## src/rtl/cfa_pkg.sv

```systemverilog
// Shared definitions for the CFA control block: raw_type encodings, config
// register addresses, controller state enum and a saturating counter helper.
package cfa_pkg;

  localparam logic [1:0] RAW_BGGR = 2'd0;
  localparam logic [1:0] RAW_RGGB = 2'd1;
  localparam logic [1:0] RAW_GBRG = 2'd2;
  localparam logic [1:0] RAW_GRBG = 2'd3;

  localparam logic [1:0] CFG_ADDR_RAW_TYPE = 2'd0;
  localparam logic [1:0] CFG_ADDR_BYPASS   = 2'd1;
  localparam logic [1:0] CFG_ADDR_EXP_H    = 2'd2;
  localparam logic [1:0] CFG_ADDR_ERR_CLR  = 2'd3;

  typedef enum logic [1:0] {
    ST_IDLE      = 2'd0,
    ST_WAIT_LINE = 2'd1,
    ST_LINE      = 2'd2
  } cfa_state_e;

  function automatic logic [11:0] sat_inc12(input logic [11:0] v);
    return (v == 12'hFFF) ? v : (v + 12'd1);
  endfunction

endpackage

```

## src/rtl/cfa_ctrl_if.sv

```systemverilog
// Host configuration write channel (valid/ready with 2-bit address, 16-bit data).
interface cfa_ctrl_if;
  logic        cfg_valid;
  logic        cfg_ready;
  logic [1:0]  cfg_addr;
  logic [15:0] cfg_wdata;

  modport master (output cfg_valid, output cfg_addr, output cfg_wdata, input cfg_ready);
  modport slave  (input cfg_valid, input cfg_addr, input cfg_wdata, output cfg_ready);
endinterface

```

## src/rtl/cfa_timing_mon.sv

```systemverilog
// Sensor timing monitor: vsync/hsync edge detection plus 12-bit saturating
// pixel and line counters gated by the controller state.
module cfa_timing_mon
  import cfa_pkg::*;
(
  input  logic        clk,
  input  logic        reset,
  input  logic        in_vsync,
  input  logic        in_hsync,
  input  logic        in_den,
  input  cfa_state_e  state,
  output logic        vs_rise,
  output logic        vs_fall,
  output logic        hs_rise,
  output logic        hs_fall,
  output logic [11:0] pix_cnt,
  output logic [11:0] line_cnt
);

  logic        vs_q;
  logic        hs_q;
  logic [11:0] pix_q, pix_d;
  logic [11:0] line_q, line_d;

  assign vs_rise  = in_vsync & ~vs_q;
  assign vs_fall  = ~in_vsync & vs_q;
  assign hs_rise  = in_hsync & ~hs_q;
  assign hs_fall  = ~in_hsync & hs_q;
  assign pix_cnt  = pix_q;
  assign line_cnt = line_q;

  // Counters only move inside a frame; activity while idle is ignored.
  always_comb begin
    pix_d  = pix_q;
    line_d = line_q;
    if ((state == ST_WAIT_LINE) && hs_rise) begin
      pix_d = 12'd0;
    end else if ((state == ST_LINE) && in_den) begin
      pix_d = sat_inc12(pix_q);
    end else begin
      pix_d = pix_q;
    end
    if ((state == ST_IDLE) && vs_rise) begin
      line_d = 12'd0;
    end else if ((state == ST_LINE) && hs_fall && !vs_fall) begin
      line_d = sat_inc12(line_q);
    end else begin
      line_d = line_q;
    end
  end

  // vs_q resets high so a vsync already asserted at release is not a rise.
  always_ff @(posedge clk or posedge reset) begin
    if (reset) begin
      vs_q   <= 1'b1;
      hs_q   <= 1'b0;
      pix_q  <= 12'd0;
      line_q <= 12'd0;
    end else begin
      vs_q   <= in_vsync;
      hs_q   <= in_hsync;
      pix_q  <= pix_d;
      line_q <= line_d;
    end
  end

endmodule

```

## src/rtl/cfa_ctrl.sv

```systemverilog
// CFA controller: shadowed host config committed at frame start, frame/line
// timing FSM with sticky error flags. Optional counters under CFA_CTRL_STATS_EN.
module cfa_ctrl
  import cfa_pkg::*;
#(
  parameter int SOURCE_H      = 1024,
  parameter int SOURCE_V      = 1024,
  parameter int RAW_TYPE_INIT = 0
)(
  input  logic        clk,
  input  logic        reset,
  input  logic        in_vsync,
  input  logic        in_hsync,
  input  logic        in_den,
  cfa_ctrl_if.slave   cfg,
  output logic [1:0]  cfa_raw_type,
  output logic        cfa_bypass,
  output logic        frame_start,
  output logic        frame_done,
  output logic        err_hlen,
  output logic        err_vlen,
  output logic        err_trunc,
  output logic        busy
`ifdef CFA_CTRL_STATS_EN
  ,
  output logic [15:0] frame_cnt,
  output logic [7:0]  err_cnt
`endif
);

  localparam logic [1:0]  RAW_INIT   = (RAW_TYPE_INIT == 1) ? RAW_RGGB :
                                       (RAW_TYPE_INIT == 2) ? RAW_GBRG :
                                       (RAW_TYPE_INIT == 3) ? RAW_GRBG : RAW_BGGR;
  localparam logic [11:0] EXP_H_INIT = 12'(SOURCE_H);
  localparam logic [11:0] LINES_EXP  = 12'(SOURCE_V);

  cfa_state_e  state_q, state_d;
  logic [1:0]  raw_q, raw_d, sh_raw_q, sh_raw_d;
  logic        byp_q, byp_d, sh_byp_q, sh_byp_d;
  logic [11:0] exp_h_q, exp_h_d, sh_exp_h_q, sh_exp_h_d;
  logic [2:0]  err_q, err_d, err_set_s, err_clr_s;
  logic        frame_start_q, frame_start_d, frame_done_q, frame_done_d;
  logic        busy_q, busy_d;
  logic        vs_rise_s, vs_fall_s, hs_rise_s, hs_fall_s;
  logic [11:0] pix_cnt_s, line_cnt_s;
  logic        cfg_ready_s, wr_en_s;
  logic        unused_s;

  cfa_timing_mon u_mon (
    .clk      (clk),
    .reset    (reset),
    .in_vsync (in_vsync),
    .in_hsync (in_hsync),
    .in_den   (in_den),
    .state    (state_q),
    .vs_rise  (vs_rise_s),
    .vs_fall  (vs_fall_s),
    .hs_rise  (hs_rise_s),
    .hs_fall  (hs_fall_s),
    .pix_cnt  (pix_cnt_s),
    .line_cnt (line_cnt_s)
  );

  // Ready drops only in the commit cycle so shadow and active never race.
  assign cfg_ready_s   = ~vs_rise_s;
  assign cfg.cfg_ready = cfg_ready_s;
  assign wr_en_s       = cfg.cfg_valid & cfg_ready_s;
  assign unused_s      = ^cfg.cfg_wdata[15:12];

  assign cfa_raw_type = raw_q;
  assign cfa_bypass   = byp_q;
  assign frame_start  = frame_start_q;
  assign frame_done   = frame_done_q;
  assign err_hlen     = err_q[0];
  assign err_vlen     = err_q[1];
  assign err_trunc    = err_q[2];
  assign busy         = busy_q;

  // Next-state: config writes, commit on vsync rise, FSM and error detection.
  always_comb begin
    state_d       = state_q;
    raw_d         = raw_q;
    byp_d         = byp_q;
    exp_h_d       = exp_h_q;
    sh_raw_d      = sh_raw_q;
    sh_byp_d      = sh_byp_q;
    sh_exp_h_d    = sh_exp_h_q;
    err_set_s     = 3'b000;
    err_clr_s     = 3'b000;
    frame_start_d = 1'b0;
    frame_done_d  = 1'b0;

    if (wr_en_s) begin
      case (cfg.cfg_addr)
        CFG_ADDR_RAW_TYPE: sh_raw_d   = cfg.cfg_wdata[1:0];
        CFG_ADDR_BYPASS:   sh_byp_d   = cfg.cfg_wdata[0];
        CFG_ADDR_EXP_H:    sh_exp_h_d = cfg.cfg_wdata[11:0];
        CFG_ADDR_ERR_CLR:  err_clr_s  = cfg.cfg_wdata[2:0];
        default:           err_clr_s  = 3'b000;
      endcase
    end else begin
      err_clr_s = 3'b000;
    end

    case (state_q)
      ST_IDLE: begin
        if (vs_rise_s) begin
          state_d       = ST_WAIT_LINE;
          frame_start_d = 1'b1;
          raw_d         = sh_raw_q;
          byp_d         = sh_byp_q;
          exp_h_d       = sh_exp_h_q;
        end else begin
          state_d = ST_IDLE;
        end
      end
      ST_WAIT_LINE: begin
        if (vs_fall_s) begin
          state_d      = ST_IDLE;
          frame_done_d = 1'b1;
          err_set_s[1] = (line_cnt_s != LINES_EXP);
        end else if (hs_rise_s) begin
          state_d = ST_LINE;
        end else begin
          state_d = ST_WAIT_LINE;
        end
      end
      ST_LINE: begin
        // A frame cut short mid-line skips the length checks entirely.
        if (vs_fall_s) begin
          state_d      = ST_IDLE;
          frame_done_d = 1'b1;
          err_set_s[2] = 1'b1;
        end else if (hs_fall_s) begin
          state_d      = ST_WAIT_LINE;
          err_set_s[0] = (pix_cnt_s != exp_h_q);
        end else begin
          state_d = ST_LINE;
        end
      end
      default: state_d = ST_IDLE;
    endcase

    err_d  = (err_q & ~err_clr_s) | err_set_s;
    busy_d = (state_d != ST_IDLE);
  end

  // Single register bank for state, config and all registered outputs.
  always_ff @(posedge clk or posedge reset) begin
    if (reset) begin
      state_q       <= ST_IDLE;
      raw_q         <= RAW_INIT;
      sh_raw_q      <= RAW_INIT;
      byp_q         <= 1'b0;
      sh_byp_q      <= 1'b0;
      exp_h_q       <= EXP_H_INIT;
      sh_exp_h_q    <= EXP_H_INIT;
      err_q         <= 3'b000;
      frame_start_q <= 1'b0;
      frame_done_q  <= 1'b0;
      busy_q        <= 1'b0;
    end else begin
      state_q       <= state_d;
      raw_q         <= raw_d;
      sh_raw_q      <= sh_raw_d;
      byp_q         <= byp_d;
      sh_byp_q      <= sh_byp_d;
      exp_h_q       <= exp_h_d;
      sh_exp_h_q    <= sh_exp_h_d;
      err_q         <= err_d;
      frame_start_q <= frame_start_d;
      frame_done_q  <= frame_done_d;
      busy_q        <= busy_d;
    end
  end

`ifdef CFA_CTRL_STATS_EN
  logic [15:0] frame_cnt_q, frame_cnt_d;
  logic [7:0]  err_cnt_q, err_cnt_d;

  assign frame_cnt = frame_cnt_q;
  assign err_cnt   = err_cnt_q;

  // err_cnt counts cycles where at least one flag goes from clear to set.
  always_comb begin
    frame_cnt_d = frame_done_d ? (frame_cnt_q + 16'd1) : frame_cnt_q;
    if ((|(err_d & ~err_q)) && (err_cnt_q != 8'hFF)) begin
      err_cnt_d = err_cnt_q + 8'd1;
    end else begin
      err_cnt_d = err_cnt_q;
    end
  end

  // Statistics registers.
  always_ff @(posedge clk or posedge reset) begin
    if (reset) begin
      frame_cnt_q <= 16'd0;
      err_cnt_q   <= 8'd0;
    end else begin
      frame_cnt_q <= frame_cnt_d;
      err_cnt_q   <= err_cnt_d;
    end
  end
`endif

endmodule

```

## src/flat_wrapper.sv

```systemverilog
// flat-port wrapper written by rule: the top's interface ports become plain ports
module cfa_ctrl_flat import cfa_pkg::*;
#(
  parameter int SOURCE_H      = 1024,
  parameter int SOURCE_V      = 1024,
  parameter int RAW_TYPE_INIT = 0
)
  (clk, reset, in_vsync, in_hsync, in_den, cfa_raw_type, cfa_bypass, frame_start, frame_done, err_hlen, err_vlen, err_trunc, busy, cfg_cfg_valid, cfg_cfg_addr, cfg_cfg_wdata, cfg_cfg_ready);
  cfa_ctrl_if cfg_i ();
  input  logic clk;
  input  logic reset;
  input  logic in_vsync;
  input  logic in_hsync;
  input  logic in_den;
  output logic [1:0] cfa_raw_type;
  output logic cfa_bypass;
  output logic frame_start;
  output logic frame_done;
  output logic err_hlen;
  output logic err_vlen;
  output logic err_trunc;
  output logic busy;
  input wire logic [$bits(cfg_i.cfg_valid)-1:0] cfg_cfg_valid;
  input wire logic [$bits(cfg_i.cfg_addr)-1:0] cfg_cfg_addr;
  input wire logic [$bits(cfg_i.cfg_wdata)-1:0] cfg_cfg_wdata;
  output wire logic [$bits(cfg_i.cfg_ready)-1:0] cfg_cfg_ready;
  assign cfg_i.cfg_valid = cfg_cfg_valid;
  assign cfg_i.cfg_addr = cfg_cfg_addr;
  assign cfg_i.cfg_wdata = cfg_cfg_wdata;
  assign cfg_cfg_ready = cfg_i.cfg_ready;
  cfa_ctrl #(.SOURCE_H(SOURCE_H), .SOURCE_V(SOURCE_V), .RAW_TYPE_INIT(RAW_TYPE_INIT)) u_core (.clk(clk), .reset(reset), .in_vsync(in_vsync), .in_hsync(in_hsync), .in_den(in_den), .cfg(cfg_i), .cfa_raw_type(cfa_raw_type), .cfa_bypass(cfa_bypass), .frame_start(frame_start), .frame_done(frame_done), .err_hlen(err_hlen), .err_vlen(err_vlen), .err_trunc(err_trunc), .busy(busy));
endmodule
```

## config.mk

```make
export PLATFORM = sky130hd
export DESIGN_NAME = cfa_ctrl_flat
export DESIGN_NICKNAME = d
export VERILOG_FILES = /design/src/rtl/cfa_pkg.sv /design/src/rtl/cfa_ctrl_if.sv /design/src/rtl/cfa_timing_mon.sv /design/src/rtl/cfa_ctrl.sv /design/src/flat_wrapper.sv
export SDC_FILE = /design/constraint.sdc
export NUM_CORES = 1
export LEC_CHECK = 0
export CAP_MARGIN = 20
export CORE_MARGIN = 5
export CORE_UTILIZATION = 41
export DETAILED_ROUTE_END_ITERATION = 10
export SYNTH_ARGS = -nofsm -noshare
export SYNTH_HDL_FRONTEND = slang
export SYNTH_SLANG_ARGS = --single-unit
```

## constraint.sdc

```tcl
create_clock -name clk -period 4.18 [get_ports clk]
set_input_delay 0.627 -clock clk [delete_from_list [all_inputs] [get_ports clk]]
set_output_delay 0.627 -clock clk [all_outputs]
set_load 0.05 [all_outputs]
```

# Yosys cells after proc, flatten, opt, wreduce, memory -nomap -nowiden
# Index checks and enable logic that the tools add are counted.
[classes]
add_sub_neg = 2
reduce_logical = 18
muxes = 24
n_eq_ne = 11
bitwise_logic = 13
[ops]
columns = ["operator", "n"]
rows = [
  ["two-way mux 12 bit", 6],
  ["adder 12 x 1 -> 12 bit, second input constant", 2],
  ["equality test 12 bit, second input constant", 2],
  ["!= test 12 x 11 -> 1 bit, second input constant", 1],
  ["!= test 12 bit", 1],
  ["AND reduction 2 bit", 6],
  ["two-way mux 1 bit", 11],
  ["two-way mux 2 bit", 4],
  ["equality test 2 bit, second input constant", 3],
  ["two-way mux 3 bit", 2],
  ["one-hot mux 2 bit (3 select lines)", 1],
  ["nonzero test 2 bit", 3],
  ["bitwise AND 1 bit", 5],
  ["logical AND 1 bit", 5],
  ["NOT 1 bit", 5],
  ["equality test 2 x 1 -> 1 bit, second input constant", 2],
  ["zero test 2 bit", 2],
  ["!= test 2 bit, second input constant", 2],
  ["bitwise AND 3 bit", 1],
  ["NOT 3 bit", 1],
  ["OR 3 bit", 1],
  ["OR reduction 2 bit", 1],
  ["zero test 1 bit", 1],
]
[word_totals]
out_inout_bits = 10
input_bits = 24
reg_bits = 64
elab_cells = 83

# Longest topological paths before layout
[depth]
word_depth = 8
depth_mapped = 7
ltp_nobuf = 7

# By module
# A second synthesis with hierarchy kept.
[unflattened]
cells_unflattened = 266
hier_area_um2 = 3178.0
[modules_own_cells]
columns = ["mod", "cells_each", "seq_area_each_um2", "area_per_inst_um2", "instances"]
rows = [
  ["cfa_ctrl", 121, 953.4, 1689.1, 1],
  ["cfa_timing_mon", 145, 651.9, 1488.9, 1],
]

# Least setup slack after synthesis
# No wires, ideal clock.
[synth_path]
path_kind = "in2reg"
from = "input in_vsync"
to = "register u_core.sh_exp_h_q[0]"
required_time_ns = 4.055
stages = 4
t_arrival_ns = 1.957
slack_ns = 2.098
cell_sequence = "nand2b_1 > nand4b_1 > buf_1 > mux2_2"
[synth_via]
elab_chain_cells = 4
[synth_lines]
columns = ["item", "line_no", "rtl"]
rows = [
  ["start, declared", "flat_wrapper.sv:12", "input logic in_vsync;"],
  ["bitwise AND 1 bit", "cfa_timing_mon.sv:25", "assign vs_rise = in_vsync & ~vs_q;"],
  ["NOT 1 bit", "cfa_ctrl.sv:65", "assign cfg_ready_s = ~vs_rise_s;"],
  ["bitwise AND 1 bit", "cfa_ctrl.sv:67", "assign wr_en_s = cfg.cfg_valid & cfg_ready_s;"],
  ["AND reduction 2 bit (no line)", "--", ""],
  ["end signal, assigned", "cfa_ctrl.sv:169", "sh_exp_h_q <= sh_exp_h_d;"],
  ["end, declared", "cfa_ctrl.sv:40", "logic [11:0] exp_h_q, exp_h_d, sh_exp_h_q, sh_exp_h_d;"],
]
# Every way passes these cells.
# A chain may end at the register's enable or synchronous reset.

# Worst setup path in the final report
[layout_path]
from = "input in_vsync"
to = "output cfg_cfg_ready"
[layout_via]
elab_chain_cells = 2
[layout_lines]
columns = ["item", "line_no", "rtl"]
rows = [
  ["bitwise AND 1 bit", "cfa_timing_mon.sv:25", ""],
  ["NOT 1 bit", "cfa_ctrl.sv:65", ""],
  ["end, declared", "flat_wrapper.sv:26", "output wire logic [$bits(cfg_i.cfg_ready)-1:0] cfg_cfg_ready;"],
]
# Every way passes these cells.

==> flow_metrics.env <==
export IMPL_status="completed"
export IMPL_p_total_mw=1.97
export IMPL_wl_per_cell_um=14.9
export IMPL_fin_area_um2=3720
export IMPL_cts_tree="done"
export IMPL_clk_pin_slew_ns=0.08
export IMPL_die_area_um2=9400
export IMPL_crit_path_max_fanout=5
export IMPL_arrival_ns=2.18
export IMPL_yosys_warnings=0
export IMPL_htree_levels=3
export IMPL_synth_seq_cells=64
export IMPL_peakVddDrop_uv=299
export IMPL_cp_required_ns=3.55
export IMPL_grt_max_degree=44
export IMPL_drive_gt1_share_pct=12.1
export IMPL_synthFlopType="dfrtp_1"
export IMPL_cp_end_kind="primary output"
export IMPL_syn_inst=309
export IMPL_coreArea_um2=7290
export IMPL_syn2layout_area_growth_pct=20.1
export IMPL_regArea_um2=1610
export IMPL_async_reset_ff_share_pct=100
export IMPL_startpoint_type="primary input"
export IMPL_die_width_um=96.9
export IMPL_yosysUniqueCellTypes=43
export IMPL_place_area_um2=3500
export IMPL_dp_hpwl_um=4620
export IMPL_fin_crit_ns=2.80
export IMPL_clock_latency_ns=0.33
export IMPL_clock_skew_ns=0.00773
export IMPL_worstHoldPathType="flop to flop"
export IMPL_ant_nets=0
export IMPL_vias_per_cell=5.42
export IMPL_drt_iter0_drc=132
export IMPL_grt_pass1_vias=2438
export IMPL_cts_resized=0
export IMPL_ios=34
export IMPL_grt_antenna_before_repair=0
export IMPL_rsz0062_at_grt="no"
export IMPL_tns_ns=0
export IMPL_yosysTopAreaCell="dfrtp_1"
export IMPL_postCtsSetupRepairBufs=0
export IMPL_hold_viol=0
export IMPL_gp_congestion=0.837
export IMPL_max_freq_ghz=0.357
export IMPL_synthTopCellsByArea="dfrtp_1, nand2_1, mux2_2"
export IMPL_fill_cells=692
export IMPL_num_antenna_cells=0
export IMPL_cts_hold_buf=0
export IMPL_port_buffers=29
export IMPL_reg2reg_slack_ns=1.91
export IMPL_syn_area_per_cell_um2=10.0
export IMPL_grt_use_total_pct=15.2
export IMPL_synthTopCellsByCount="dfrtp_1, nand2_1, a21oi_1"
export IMPL_start_util_pct=42.5
export IMPL_synth_edf_count=0
export IMPL_syn_nets=340
export IMPL_seq_area_frac_synth_pct=51.8
export IMPL_criticalPathCategory="primary input to primary output"
export IMPL_maxCapViolCount=0
export IMPL_whs_path_depth=2
export IMPL_drc=0
export IMPL_grt_pass1_wl_um=11700
export IMPL_r2r_cells=6
export IMPL_power_density_nw_per_um2=530
export IMPL_root_buffer="clkbuf_8"
export IMPL_setup_violations=0
export IMPL_clock_sinks=64
export IMPL_drv_slew=0
export IMPL_routed_wl_um=6630
export IMPL_die_h_um=96.9
export IMPL_cts_max_path_buffers=2
export IMPL_leakage_nw=1.60
export IMPL_vias=2417
export IMPL_multi_input_area_um2=1410
export IMPL_grt_overflow_total=0
export IMPL_fin_nets=373
export IMPL_hold_ws_ns=0.455
export IMPL_synthesis_area_um2=3100
export IMPL_synth_top_area_share_pct=49.3
export IMPL_timing_final_crit_share_pct=67.1
export IMPL_worst_pin_slew_ns=0.708
export IMPL_firstDrtPassIters=4
export IMPL_core_rowCount=31
export IMPL_maxSlewHeadroom_pct=52.3
export IMPL_numCtsBuffers=9
placed cells by master (no fill, tap or decap), types with 4 or more instances in the layout:
master           count
or4_1                6
nand2b_1             5
and4_1               4
nand3_1             13
inv_1                9
o41ai_1              4
o31ai_1              6
clkbuf_8             9
a31oi_1              4
xor2_1              14
o21ai_0              9
a21oi_1             16
ha_1                 7
nor2_1               9
nand4_1              7
mux2_2              15
nor3_1               5
or3_1                4
nor4_1              10
nand2_1             61
dfrtp_1             61
clkdlybuf4s50_1     29
power by group:
part	switching [mW]	internal (mW)	total, mW
logic	0.302	0.211	0.513
clock network	0.258	0.341	0.599
registers	0.0967	0.763	0.860
per-stage QoR:
stage                     setup WS, ns  util (%)  instances
after floorplan                   1.96         -        309
after detailed placement          1.39      47.9        430
after global routing              1.34      51.0        446
final                             1.38      51.0        446
after CTS                         1.38      51.0        446
after global placement            1.38      47.9        430
layer usage:
metal | vias up | share of wire (%) | global-route usage [%]
li1 | 1188 | - | -
met1 | 1150 | 52 | 22.4
met2 | 68 | 42 | 21.4
met3 | 11 | 4.4 | 3.17
met4 | 0 | 1.8 | 6.70
met5 | - | 0 | 0
cell families after synthesis:
family / synth area share, %
multiplexers: 5.77
AO/OA/AOI/OAI: 10.8
XOR/XNOR: 3.96
adder cells (fa/ha/maj): 2.83
AND/OR/NAND/NOR: 22.2
buffers and inverters: 2.62
flip-flops: 51.8
cell type report:
class / instances / area share (%)
flip-flops and latches: 64 / 43.1
multi-input cells: 224 / 38.0
repair buffers: 32 / 8.41
clock buffers: 9 / 3.33
well taps: 99 / 3.33
clock inverters: 7 / 2.72
inverters: 11 / 1.11
worst max-delay path, cell delays in order:
cell and delay (ns):
clkdlybuf4s50_1 0.49, nand2b_1 0.22, clkdlybuf4s50_1 0.84
flip-flops by register name, indices dropped and copies added, names as in the netlist:
register               cells
u_core.err_q               3
u_core.u_mon.pix_cnt      12
u_core.cfa_bypass          1
u_core.sh_byp_q            1
u_core.sh_exp_h_q         12
u_core.frame_done          1
u_core.cfa_raw_type        2
u_core.sh_raw_q            2
u_core.busy                1
u_core.state_q             2
u_core.u_mon.line_cnt     12
u_core.frame_start         1
u_core.u_mon.hs_q          1
u_core.exp_h_q            12
u_core.u_mon.vs_q          1
worst paths after layout:
path | end | start
min in group asynchronous | u_core.frame_done$_DFF_PP0_ | reset
worst max-delay path | cfg_cfg_ready | in_vsync
max in group asynchronous | u_core.sh_exp_h_q[10]$_DFFE_PP1P_ | reset
worst max register to register | u_core.u_mon.line_cnt[8]$_DFFE_PP0P_ | u_core.state_q[0]$_DFF_PP0_
worst min-delay path | u_core.exp_h_q[10]$_DFFE_PP1P_ | u_core.sh_exp_h_q[10]$_DFFE_PP1P_
worst min register to register | u_core.exp_h_q[10]$_DFFE_PP1P_ | u_core.sh_exp_h_q[10]$_DFFE_PP1P_
No activity file was read; power rests on OpenSTA's default activity.
